`config.mk`:
```
export PLATFORM = sky130hd
export DESIGN_NAME = serial_subtractor
export DESIGN_NICKNAME = d
export VERILOG_FILES = /design/src/rtl/serial_subtractor.sv
export SDC_FILE = /design/constraint.sdc
export NUM_CORES = 1
export LEC_CHECK = 0
export BUFFER_PORTS_ARGS = -buffer_cell sky130_fd_sc_hd__buf_2
export CAP_MARGIN = 10
export CORE_ASPECT_RATIO = 0.75
export CORE_UTILIZATION = 38
export CTS_CLUSTER_SIZE = 28
export DETAILED_ROUTE_END_ITERATION = 10
export GPL_ROUTABILITY_DRIVEN = 0
export MAX_ROUTING_LAYER = met4
export SLEW_MARGIN = 20
export SYNTH_ARGS = -nofsm -noshare
export SYNTH_HDL_FRONTEND = slang
export SYNTH_SLANG_ARGS = --single-unit
```
`constraint.sdc`:
```
create_clock -name clk -period 1.6 [get_ports clk]
set_clock_uncertainty 0.15 [all_clocks]
set_input_delay 0.32 -clock clk [delete_from_list [all_inputs] [get_ports clk]]
set_output_delay 0.32 -clock clk [all_outputs]
set_load 0.03 [all_outputs]
```
`src/rtl/serial_subtractor.sv`:
```
// Bit-serial two's-complement subtractor (a - b), LSB first, one bit per clock.
// Define SERIAL_SUB_OVF_EN to add the registered signed-overflow output ovf.
module serial_subtractor #(
  parameter int WIDTH = 8
) (
  input  logic             clk,
  input  logic             rst,
  input  logic             start,
  input  logic [WIDTH-1:0] a,
  input  logic [WIDTH-1:0] b,
  output logic             busy,
  output logic             done,
  output logic [WIDTH-1:0] diff,
  output logic             borrow
`ifdef SERIAL_SUB_OVF_EN
  ,
  output logic             ovf
`endif
);

  localparam int CW = $clog2(WIDTH) + 1;

  localparam logic [1:0] S_IDLE = 2'd0;
  localparam logic [1:0] S_RUN  = 2'd1;
  localparam logic [1:0] S_DONE = 2'd2;

  logic [1:0]       r_state;
  logic [WIDTH-1:0] r_a;
  logic [WIDTH-1:0] r_b;
  logic [WIDTH-1:0] r_res;
  logic             r_br;
  logic [CW-1:0]    r_cnt;
  logic             r_busy;
  logic             r_done;
  logic [WIDTH-1:0] r_diff;
  logic             r_borrow;
`ifdef SERIAL_SUB_OVF_EN
  logic             r_aMsb;
  logic             r_bMsb;
  logic             r_ovf;
`endif

  logic w_d;
  logic w_brNext;
  logic w_lastBit;

  assign w_d       = r_a[0] ^ r_b[0] ^ r_br;
  assign w_brNext  = (~r_a[0] & r_b[0]) | (~(r_a[0] ^ r_b[0]) & r_br);
  assign w_lastBit = (r_cnt == CW'(WIDTH - 1));

  // busy/done are flops fed from the state, so they lag it by one cycle and never overlap
  always_ff @(posedge clk or posedge rst) begin
    if (rst) begin
      r_state  <= S_IDLE;
      r_a      <= '0;
      r_b      <= '0;
      r_res    <= '0;
      r_br     <= 1'b0;
      r_cnt    <= '0;
      r_busy   <= 1'b0;
      r_done   <= 1'b0;
      r_diff   <= '0;
      r_borrow <= 1'b0;
`ifdef SERIAL_SUB_OVF_EN
      r_aMsb   <= 1'b0;
      r_bMsb   <= 1'b0;
      r_ovf    <= 1'b0;
`endif
    end else begin
      r_busy <= (r_state == S_RUN);
      r_done <= (r_state == S_DONE);
      case (r_state)
        S_IDLE: begin
          if (start) begin
            r_a     <= a;
            r_b     <= b;
            r_res   <= '0;
            r_br    <= 1'b0;
            r_cnt   <= '0;
`ifdef SERIAL_SUB_OVF_EN
            r_aMsb  <= a[WIDTH-1];
            r_bMsb  <= b[WIDTH-1];
`endif
            r_state <= S_RUN;
          end
        end
        S_RUN: begin
          r_a   <= r_a >> 1;
          r_b   <= r_b >> 1;
          r_res <= {w_d, r_res[WIDTH-1:1]};
          r_br  <= w_brNext;
          r_cnt <= r_cnt + CW'(1);
          if (w_lastBit) begin
            r_state <= S_DONE;
          end
        end
        S_DONE: begin
          r_diff   <= r_res;
          r_borrow <= r_br;
`ifdef SERIAL_SUB_OVF_EN
          r_ovf    <= (r_aMsb != r_bMsb) && (r_res[WIDTH-1] != r_aMsb);
`endif
          // A start seen here reloads immediately for back-to-back throughput
          if (start) begin
            r_a     <= a;
            r_b     <= b;
            r_res   <= '0;
            r_br    <= 1'b0;
            r_cnt   <= '0;
`ifdef SERIAL_SUB_OVF_EN
            r_aMsb  <= a[WIDTH-1];
            r_bMsb  <= b[WIDTH-1];
`endif
            r_state <= S_RUN;
          end else begin
            r_state <= S_IDLE;
          end
        end
        default: begin
          r_state <= S_IDLE;
        end
      endcase
    end
  end

  assign busy   = r_busy;
  assign done   = r_done;
  assign diff   = r_diff;
  assign borrow = r_borrow;
`ifdef SERIAL_SUB_OVF_EN
  assign ovf    = r_ovf;
`endif

endmodule

```
==> results_dict.tcl, run 1 <==
set metrics [dict create \
    status "complete, no violations" \
    chipWidth_um 80.9 \
    die_h_um 61.2 \
    netlist_top_cells_count "dfrtp_1 (42), nand3_1 (16), mux2i_1 (14)" \
    antenna_found_initial 0 \
    regToRegSetupSlack_ns 0.14 \
    synth_cell_types 25 \
    dp_hpwl_um 2210 \
    p_switching_w 0.00157 \
    firstDrtPassIters 4 \
    p_sw_frac 0.364 \
    gr-total-overflow 0 \
    synth_area_mm2 0.00177 \
    pwr-share-comb 0.386 \
    max_cap_violations 0 \
    path_class "flop to flop" \
    p_leak_nw 1.07 \
    fillers 417 \
    timing.rr.start "r_state[0]" \
    totalNegativeSetupSlack_ns 0 \
    clkTransAtPathRegs_ns 0.08 \
    synth_seq_cells 42 \
    max_freq_mhz 687 \
    numCtsBuffers 5 \
    min_path_cells 2 \
    crit_path_start_kind "flop" \
    cp.arrival_ns 1.54 \
    num_rows 21 \
    synth-seq-area-share 0.592 \
    p_int_w 0.00274 \
    grt_pass1_vias 1141 \
    drt_iter0_drc 60 \
    totalWireLength_um 3340 \
    holdPathEnd "r_a[7]" \
    synth.top_cell.area_share 0.592 \
    holdCritStartpoint "a[7]" \
    wl_per_cell_um 14.5 \
    fin_crit_sh 0.910 \
    holdWs_ns 0.105 \
    grt_start_max_net_pins 43 \
    endpoint_kind "flop" \
    synth.most_common_cell "dfrtp_1" \
    vias 1186 \
    n_antenna_cell 0 \
    finalMaxSlewViolations 0 \
    clockPowerShare 0.196 \
    rr_endpoint "r_cnt[3]" \
    h-tree-depth 2 \
    dpl_worst_slack_ns 0.0120 \
    ioPinCount 30 \
    fin_crit_ns 1.46 \
    yosysWarnings 0 \
    cts_tree "yes" \
    clock-sinks 42 \
    clockRootBuffer "clkbuf_8" \
    die_area_mm2 0.00495 \
    via_per_inst 5.16 \
    synthTopCellsByArea "dfrtp_1 (59%), mux2i_1 (7.9%), mux2_2 (5.7%), a22o_1 (5.4%), nand3_1 (4.5%)" \
    portBuffers 29 \
    synth_flop_cell "dfrtp_1" \
    syn-num-nets 161 \
    coreArea_mm2 0.00447 \
    cts_buffer_depth 2 \
    route.antenna.remaining_nets 0 \
    async_reset_ff_frac 1.00 \
    synth.avg_cell_area_um2 12.7 \
    required_ns 1.68 \
    yosys.area.top_type "dfrtp_1" \
    track_usage 0.165 \
    timing.slew.headroom 0.830 \
    hold_path_class "input pin to flop" \
    cts_setup_buffers 0 \
    rsz0062_at_grt "no" \
    setup-violations-final 0 \
    worst_slack_ns 0.145 \
    power_density_mw_per_mm2 2030 \
    clkLatencyLatePin_ns 0.29 \
    initial_utilization 0.397 \
    ir_drop_mv 0.685 \
    drc_errors 0 \
    synth-edff-count 0 \
    drive_gt1_frac 0.318 \
    reg2reg_depth 3 \
    layout.nets 194 \
    seqPwrFrac 0.418 \
    tightest_slew_ns 0.256 \
    grt_pass1_wl_um 5580 \
    synth_cells 140 \
    cp_max_fo 7 \
    hold_viol 0 \
    area_delta_synth_final_pct 19.6 \
]
per-layer routing:
layer	vias up	track usage	wire length, µm
met4	0	0.0918	62
met1	601	0.217	1630
met5	-	-	0
li1	559	-	-
met2	19	0.228	1490
met3	7	0.0474	153
cell families (layout without fill, tap and decap cells):
| family | Yosys count | in the layout | share of synthesized area |
|---|---|---|---|
| compound gates | 30 | 30 | 0.113 |
| xor+xnor | 1 | 1 | 0.00494 |
| fa+ha+maj | 2 | 2 | 0.0183 |
| buf+inv | 14 | 47 | 0.0444 |
| flops | 42 | 42 | 0.592 |
| mux | 23 | 23 | 0.136 |
| simple gates | 28 | 28 | 0.0910 |
metrics by stage:
stage | total power [W] | std cells | utilization | cell area (µm²)
after floorplan | 0.00304 | 140 | - | 1770
after global placement | 0.00343 | 222 | 0.447 | 2000
after detailed placement | 0.00349 | 222 | 0.447 | 2000
after CTS | 0.00436 | 230 | 0.475 | 2120
after global routing | 0.00463 | 230 | 0.475 | 2120
final | 0.00431 | 230 | 0.475 | 2120
state kept, by name, indices dropped and copies added (netlist names), 2 cells and up:
signal   flops
r_a          8
r_b          8
diff         8
r_cnt        4
r_state      2
r_res        8
worst max-delay path, cell delays in order, from the launching register on:
cell	delay, ns
dfrtp_1	0.48
nand2b_1	0.17
or4_1	0.51
nand2_1	0.09
area by class of cell:
class / instances / area [µm²] / area share
Sequential cell: 42 / 1050 / 0.495
Multi-Input combinational cell: 84 / 647 / 0.305
Timing Repair Buffer: 36 / 225 / 0.106
Clock buffer: 6 / 82.6 / 0.0389
Tap cell: 57 / 71.3 / 0.0336
Clock inverter: 1 / 30.0 / 0.0142
Inverter: 4 / 15.0 / 0.00708
worst max path at each step:
stage	from	to	slack [ns]	cells past startpoint
floorplan	rst	borrow	0.16	1
global placement	r_state[0]	borrow	0.07	2
detailed placement	r_state[0]	diff[1]	0.01	2
CTS	r_state[0]	diff[1]	0.15	2
global route	r_state[0]	r_a[2]	0.04	5
finish	r_state[0]	r_cnt[3]	0.14	3
placed cells by master, fill, tap and decap left out, types with 4 or more instances in the layout:
cell type	n
buf_4	4
dfrtp_1	42
buf_2	29
nand3_1	16
o21ai_1	6
a22o_1	11
mux2i_1	14
clkbuf_8	6
o21ai_0	10
mux2_2	9
repair_timing:
item                                    in CTS  in global routing
gates resized for setup                      1                  0
endpoints found under the setup margin       1                  0
endpoints found under the hold margin       42                  0
hold buffers                                 1                  0
power groups by stage:
stage                     Clock [W]  Sequential (W)  Combinational [W]
after floorplan                   0         0.00195            0.00109
after global placement            0         0.00180            0.00163
after detailed placement          0         0.00182            0.00167
after CTS                  0.000871         0.00180            0.00168
after global routing       0.000915         0.00187            0.00185
final                      0.000845         0.00180            0.00167
Note: power is estimated with default switching activity, not from simulation.
==> run 2: changes to the inputs <==
--- a/config.mk
+++ b/config.mk
@@ -7,12 +7,15 @@
 export LEC_CHECK = 0
 export BUFFER_PORTS_ARGS = -buffer_cell sky130_fd_sc_hd__buf_2
 export CAP_MARGIN = 10
+export CELL_PAD_IN_SITES_DETAIL_PLACEMENT = 1
+export CELL_PAD_IN_SITES_GLOBAL_PLACEMENT = 1
 export CORE_ASPECT_RATIO = 0.75
 export CORE_UTILIZATION = 38
 export CTS_CLUSTER_SIZE = 28
 export DETAILED_ROUTE_END_ITERATION = 10
 export GPL_ROUTABILITY_DRIVEN = 0
 export MAX_ROUTING_LAYER = met4
+export PLACE_DENSITY_LB_ADDON = 0.1
 export SLEW_MARGIN = 20
 export SYNTH_ARGS = -nofsm -noshare
 export SYNTH_HDL_FRONTEND = slang
==> results_dict.tcl, run 2 (synthesis results as in run 1) <==
set metrics [dict create \
    status "complete, no violations" \
    coreArea_mm2 0.00447 \
    crit_end "r_cnt[3]" \
    wl_per_cell_um 15.7 \
    cts_buffer_depth 2 \
    endpoint_kind "flop" \
    critPathSlowestCell "or4_1" \
    p_switching_w 0.00161 \
    area_delta_synth_final_pct 21.2 \
    ioPinCount 30 \
    die_h_um 61.2 \
    grt_pass1_vias 1259 \
    p_sw_frac 0.360 \
    reg2reg_depth 3 \
    holdWs_ns 0.115 \
    worst_path_largest_cell_delay_ns 0.52 \
    timing.rr.start "r_state[1]" \
    path_class "flop to flop" \
    final_util 0.481 \
    dp_hpwl_um 2500 \
    cts_tree "yes" \
    track_usage 0.177 \
    n_antenna_cell 0 \
    p_int_w 0.00287 \
    clock-sinks 42 \
    die_area_mm2 0.00495 \
    tightest_slew_ns 0.277 \
    route.antenna.remaining_nets 0 \
    cp.arrival_ns 1.52 \
    num_rows 21 \
    max_cap_violations 0 \
    clockPowerShare 0.221 \
    fin_crit_sh 0.902 \
    worst-path-stages 3 \
    h-tree-depth 2 \
    timing.slew.headroom 0.815 \
    numCtsBuffers 5 \
    chipWidth_um 80.9 \
    ir_drop_mv 0.823 \
    layout_common_cells "dfrtp_1 (42), buf_2 (29), nand3_1 (16), mux2i_1 (14), a22o_1 (11)" \
    finalMaxSlewViolations 0 \
    crit_path_start_kind "flop" \
    clockRootBuffer "clkbuf_8" \
    cp_max_fo 4 \
    antenna_found_initial 0 \
    setup-violations-final 0 \
    portBuffers 29 \
    rsz0062_at_grt "no" \
    clkLatencyLatePin_ns 0.29 \
    seqPwrFrac 0.403 \
    drive_gt1_frac 0.330 \
    layout.nets 196 \
    drt_iter0_drc 41 \
    placedInstanceArea_mm2 0.00200 \
    vias 1197 \
    path_cells "nand2b_1 > or4_1 > nand2_1" \
    hold_viol 0 \
    drc_errors 0 \
    final_area_mm2 0.00215 \
    crit_path_start "r_state[1]" \
    max_freq_mhz 693 \
    grt_pass1_wl_um 6190 \
    power_density_mw_per_mm2 2080 \
    grt_start_max_net_pins 43 \
    clkTransAtPathRegs_ns 0.08 \
    crit_family "simple AND/OR/NAND/NOR gates" \
    fin_crit_ns 1.44 \
    hold_path_class "input pin to flop" \
    gr-total-overflow 0 \
    via_per_inst 5.14 \
    pwr-share-comb 0.376 \
    totalNegativeSetupSlack_ns 0 \
    firstDrtPassIters 3 \
    critPathBufInv 0 \
    final_common_cell "dfrtp_1" \
    p_leak_nw 1.09 \
    regToRegSetupSlack_ns 0.16 \
    required_ns 1.68 \
    initial_utilization 0.397 \
    totalWireLength_um 3660 \
    rr_endpoint "r_cnt[3]" \
]
[run 2: changes by cell type in the layout (fill, tap and decap cells not counted), sizes merged]
cell | previous run | this run
buf | 35 | 37
bufinv | 1 | 2
clkbuf | 6 | 5
clkinv | 0 | 1
[run 2: what timing repair did]
item,4_1_cts,5_1_grt
buffers inserted,0,0
endpoints found under the setup margin,0,9
endpoints found under the hold margin,42,0
resized for setup,0,1
hold buffers,1,0
[run 2: power by group through the flow]
stage                     clock [W]  combinational [W]  sequential (W)
after floorplan                   0            0.00109         0.00195
after global placement            0            0.00165         0.00180
after detailed placement          0            0.00170         0.00182
after CTS                   0.00103            0.00172         0.00180
after global routing        0.00107            0.00188         0.00187
final                      0.000990            0.00169         0.00180
[run 2: routing by layer]
metal  wire length [µm]  share of wire  GRT usage
met1               1800           0.49      0.231
met2               1730           0.47      0.270
met3                112          0.031     0.0444
met4                 20         0.0055     0.0612
met5                  0              0          -
[run 2: metrics by stage]
| step | total power (W) | worst slack [ns] | std cells |
|---|---|---|---|
| CTS | 0.00455 | 0.0125 | 233 |
| finish | 0.00448 | 0.157 | 233 |
| floorplan | 0.00304 | 0.156 | 140 |
| global placement | 0.00344 | 0.131 | 224 |
| global route | 0.00482 | 0.0224 | 233 |
| detailed placement | 0.00352 | 0.0587 | 224 |
[run 2: how the worst min path moves through the flow]
stage,depth (start not counted),to,start
floorplan,1,r_state[1],r_cnt[3]
global route,2,r_b[7],b[7]
detailed placement,3,busy,rst
finish,2,r_a[7],a[7]
CTS,2,r_a[7],a[7]
global placement,3,r_cnt[1],rst
[run 2: layout make-up]
| class | count | area [µm²] |
|---|---|---|
| well taps | 57 | 71.3 |
| repair buffers | 38 | 228 |
| fillers | 478 | 2320 |
| inverters | 4 | 15.0 |
| clock inverters | 3 | 68.8 |
| multi-input cells | 84 | 647 |
| flip-flops and latches | 42 | 1050 |
| clock buffers | 5 | 68.8 |
==> run 3: changes to the inputs <==
--- a/config.mk
+++ b/config.mk
@@ -5,13 +5,13 @@
 export SDC_FILE = /design/constraint.sdc
 export NUM_CORES = 1
 export LEC_CHECK = 0
-export BUFFER_PORTS_ARGS = -buffer_cell sky130_fd_sc_hd__buf_2
+export BUFFER_PORTS_ARGS = -buffer_cell sky130_fd_sc_hd__clkbuf_2
 export CAP_MARGIN = 10
 export CELL_PAD_IN_SITES_DETAIL_PLACEMENT = 1
 export CELL_PAD_IN_SITES_GLOBAL_PLACEMENT = 1
 export CORE_ASPECT_RATIO = 0.75
 export CORE_UTILIZATION = 38
-export CTS_CLUSTER_SIZE = 28
+export CTS_CLUSTER_SIZE = 8
 export DETAILED_ROUTE_END_ITERATION = 10
 export GPL_ROUTABILITY_DRIVEN = 0
 export MAX_ROUTING_LAYER = met4
==> results_dict.tcl, run 3 (synthesis results as in run 1) <==
set metrics [dict create \
    status "complete, no violations" \
    tightest_slew_ns 0.266 \
    final_util 0.476 \
    layout.nets 197 \
    post_cts_resized 0 \
    cts_buffer_depth 2 \
    grt_pass1_wl_um 6350 \
    clkTransAtPathRegs_ns 0.09 \
    clkLatencyLatePin_ns 0.30 \
    setup-violations-final 0 \
    fin_crit_sh 0.920 \
    final_common_cell "dfrtp_1" \
    clockRootBuffer "clkbuf_8" \
    coreArea_mm2 0.00447 \
    hold_buffers 1 \
    die_h_um 61.2 \
    n_antenna_cell 0 \
    regToRegSetupSlack_ns 0.13 \
    drt_iter0_drc 97 \
    track_usage 0.187 \
    hold_viol 0 \
    firstDrtPassIters 4 \
    hold_path_class "input pin to flop" \
    max_cap_violations 0 \
    totalWireLength_um 3870 \
    cp.arrival_ns 1.56 \
    rsz0062_at_grt "no" \
    endpoint_kind "flop" \
    antenna_found_initial 0 \
    numCtsBuffers 5 \
    required_ns 1.69 \
    totalNegativeSetupSlack_ns 0 \
    crit_path_start_kind "flop" \
    route.antenna.remaining_nets 0 \
    clock-sinks 42 \
    wl_per_cell_um 16.5 \
    die_area_mm2 0.00495 \
    grt_pass1_vias 1240 \
    pwr-share-comb 0.389 \
    worst_slack_ns 0.129 \
    p_sw_frac 0.378 \
    grt_start_max_net_pins 43 \
    timing.slew.headroom 0.823 \
    initial_utilization 0.397 \
    portBuffers 29 \
    via_per_inst 5.15 \
    finalMaxSlewViolations 0 \
    dpl_worst_slack_ns 0.191 \
    num_rows 21 \
    drc_errors 0 \
    ir_drop_mv 0.740 \
    vias 1205 \
    chipWidth_um 80.9 \
    clockPowerShare 0.194 \
    path_class "flop to flop" \
    cp_max_fo 4 \
    cts_tree "yes" \
    p_int_w 0.00270 \
    dp_hpwl_um 2530 \
    max_freq_mhz 680 \
    drive_gt1_frac 0.322 \
    power_density_mw_per_mm2 2050 \
    gr-total-overflow 0 \
    p_leak_nw 1.08 \
    seqPwrFrac 0.417 \
    cts_setup_buffers 0 \
    area_delta_synth_final_pct 19.9 \
    fin_crit_ns 1.47 \
    ioPinCount 30 \
    p_switching_w 0.00165 \
    h-tree-depth 2 \
    layout_common_cells "dfrtp_1 (42), clkbuf_2 (29), nand3_1 (16), mux2i_1 (14), a22o_1 (11)" \
]
-- run 3: worst paths after layout --
check,start,endpoint,depth (start not counted)
setup / recovery,r_state[1],r_cnt[3],3
hold / removal,b[7],r_b[7],2
setup reg to reg,r_state[1],r_cnt[3],3
hold reg to reg,r_cnt[3],r_state[1],1
max in group asynchronous,rst,r_b[1],4
min in group asynchronous,rst,diff[7],4
-- run 3: power groups by stage --
stage	Sequential [W]	Clock, W	Combinational (W)
final	0.00181	0.000843	0.00169
after detailed placement	0.00183	0	0.00171
after global routing	0.00188	0.000907	0.00189
after floorplan	0.00195	0	0.00109
after CTS	0.00182	0.000865	0.00172
after global placement	0.00180	0	0.00165
-- run 3: routing by layer --
metal  vias up  track usage  wire length, µm
met4         0       0.0740               56
met2        27        0.265             1730
met3         7       0.0681              172
met5         -            -                0
met1       600        0.244             1900
li1        571            -                -
-- run 3: per-stage QoR --
step,power [W],instances,hold WS [ns],cell area [µm²]
after floorplan,0.00304,140,0.290,1770
after global placement,0.00345,225,0.228,2010
after detailed placement,0.00354,225,0.229,2010
after CTS,0.00440,234,0.0957,2130
after global routing,0.00468,234,0.0852,2130
final,0.00435,234,0.104,2130
-- run 3: final cells by class --
class / instances / area, µm²
inverters: 4 / 15.0
clock inverters: 2 / 37.5
flip-flops and latches: 42 / 1050
repair buffers: 39 / 235
well taps: 57 / 71.3
multi-input cells: 84 / 644
clock buffers: 6 / 72.6
fillers: 482 / 2340
-- run 3: worst max-delay path, cell delays in order, from the launching register on --
cell,delay [ns]
dfrtp_1,0.40
nand2b_1,0.22
or4_1,0.55
nand2_1,0.09
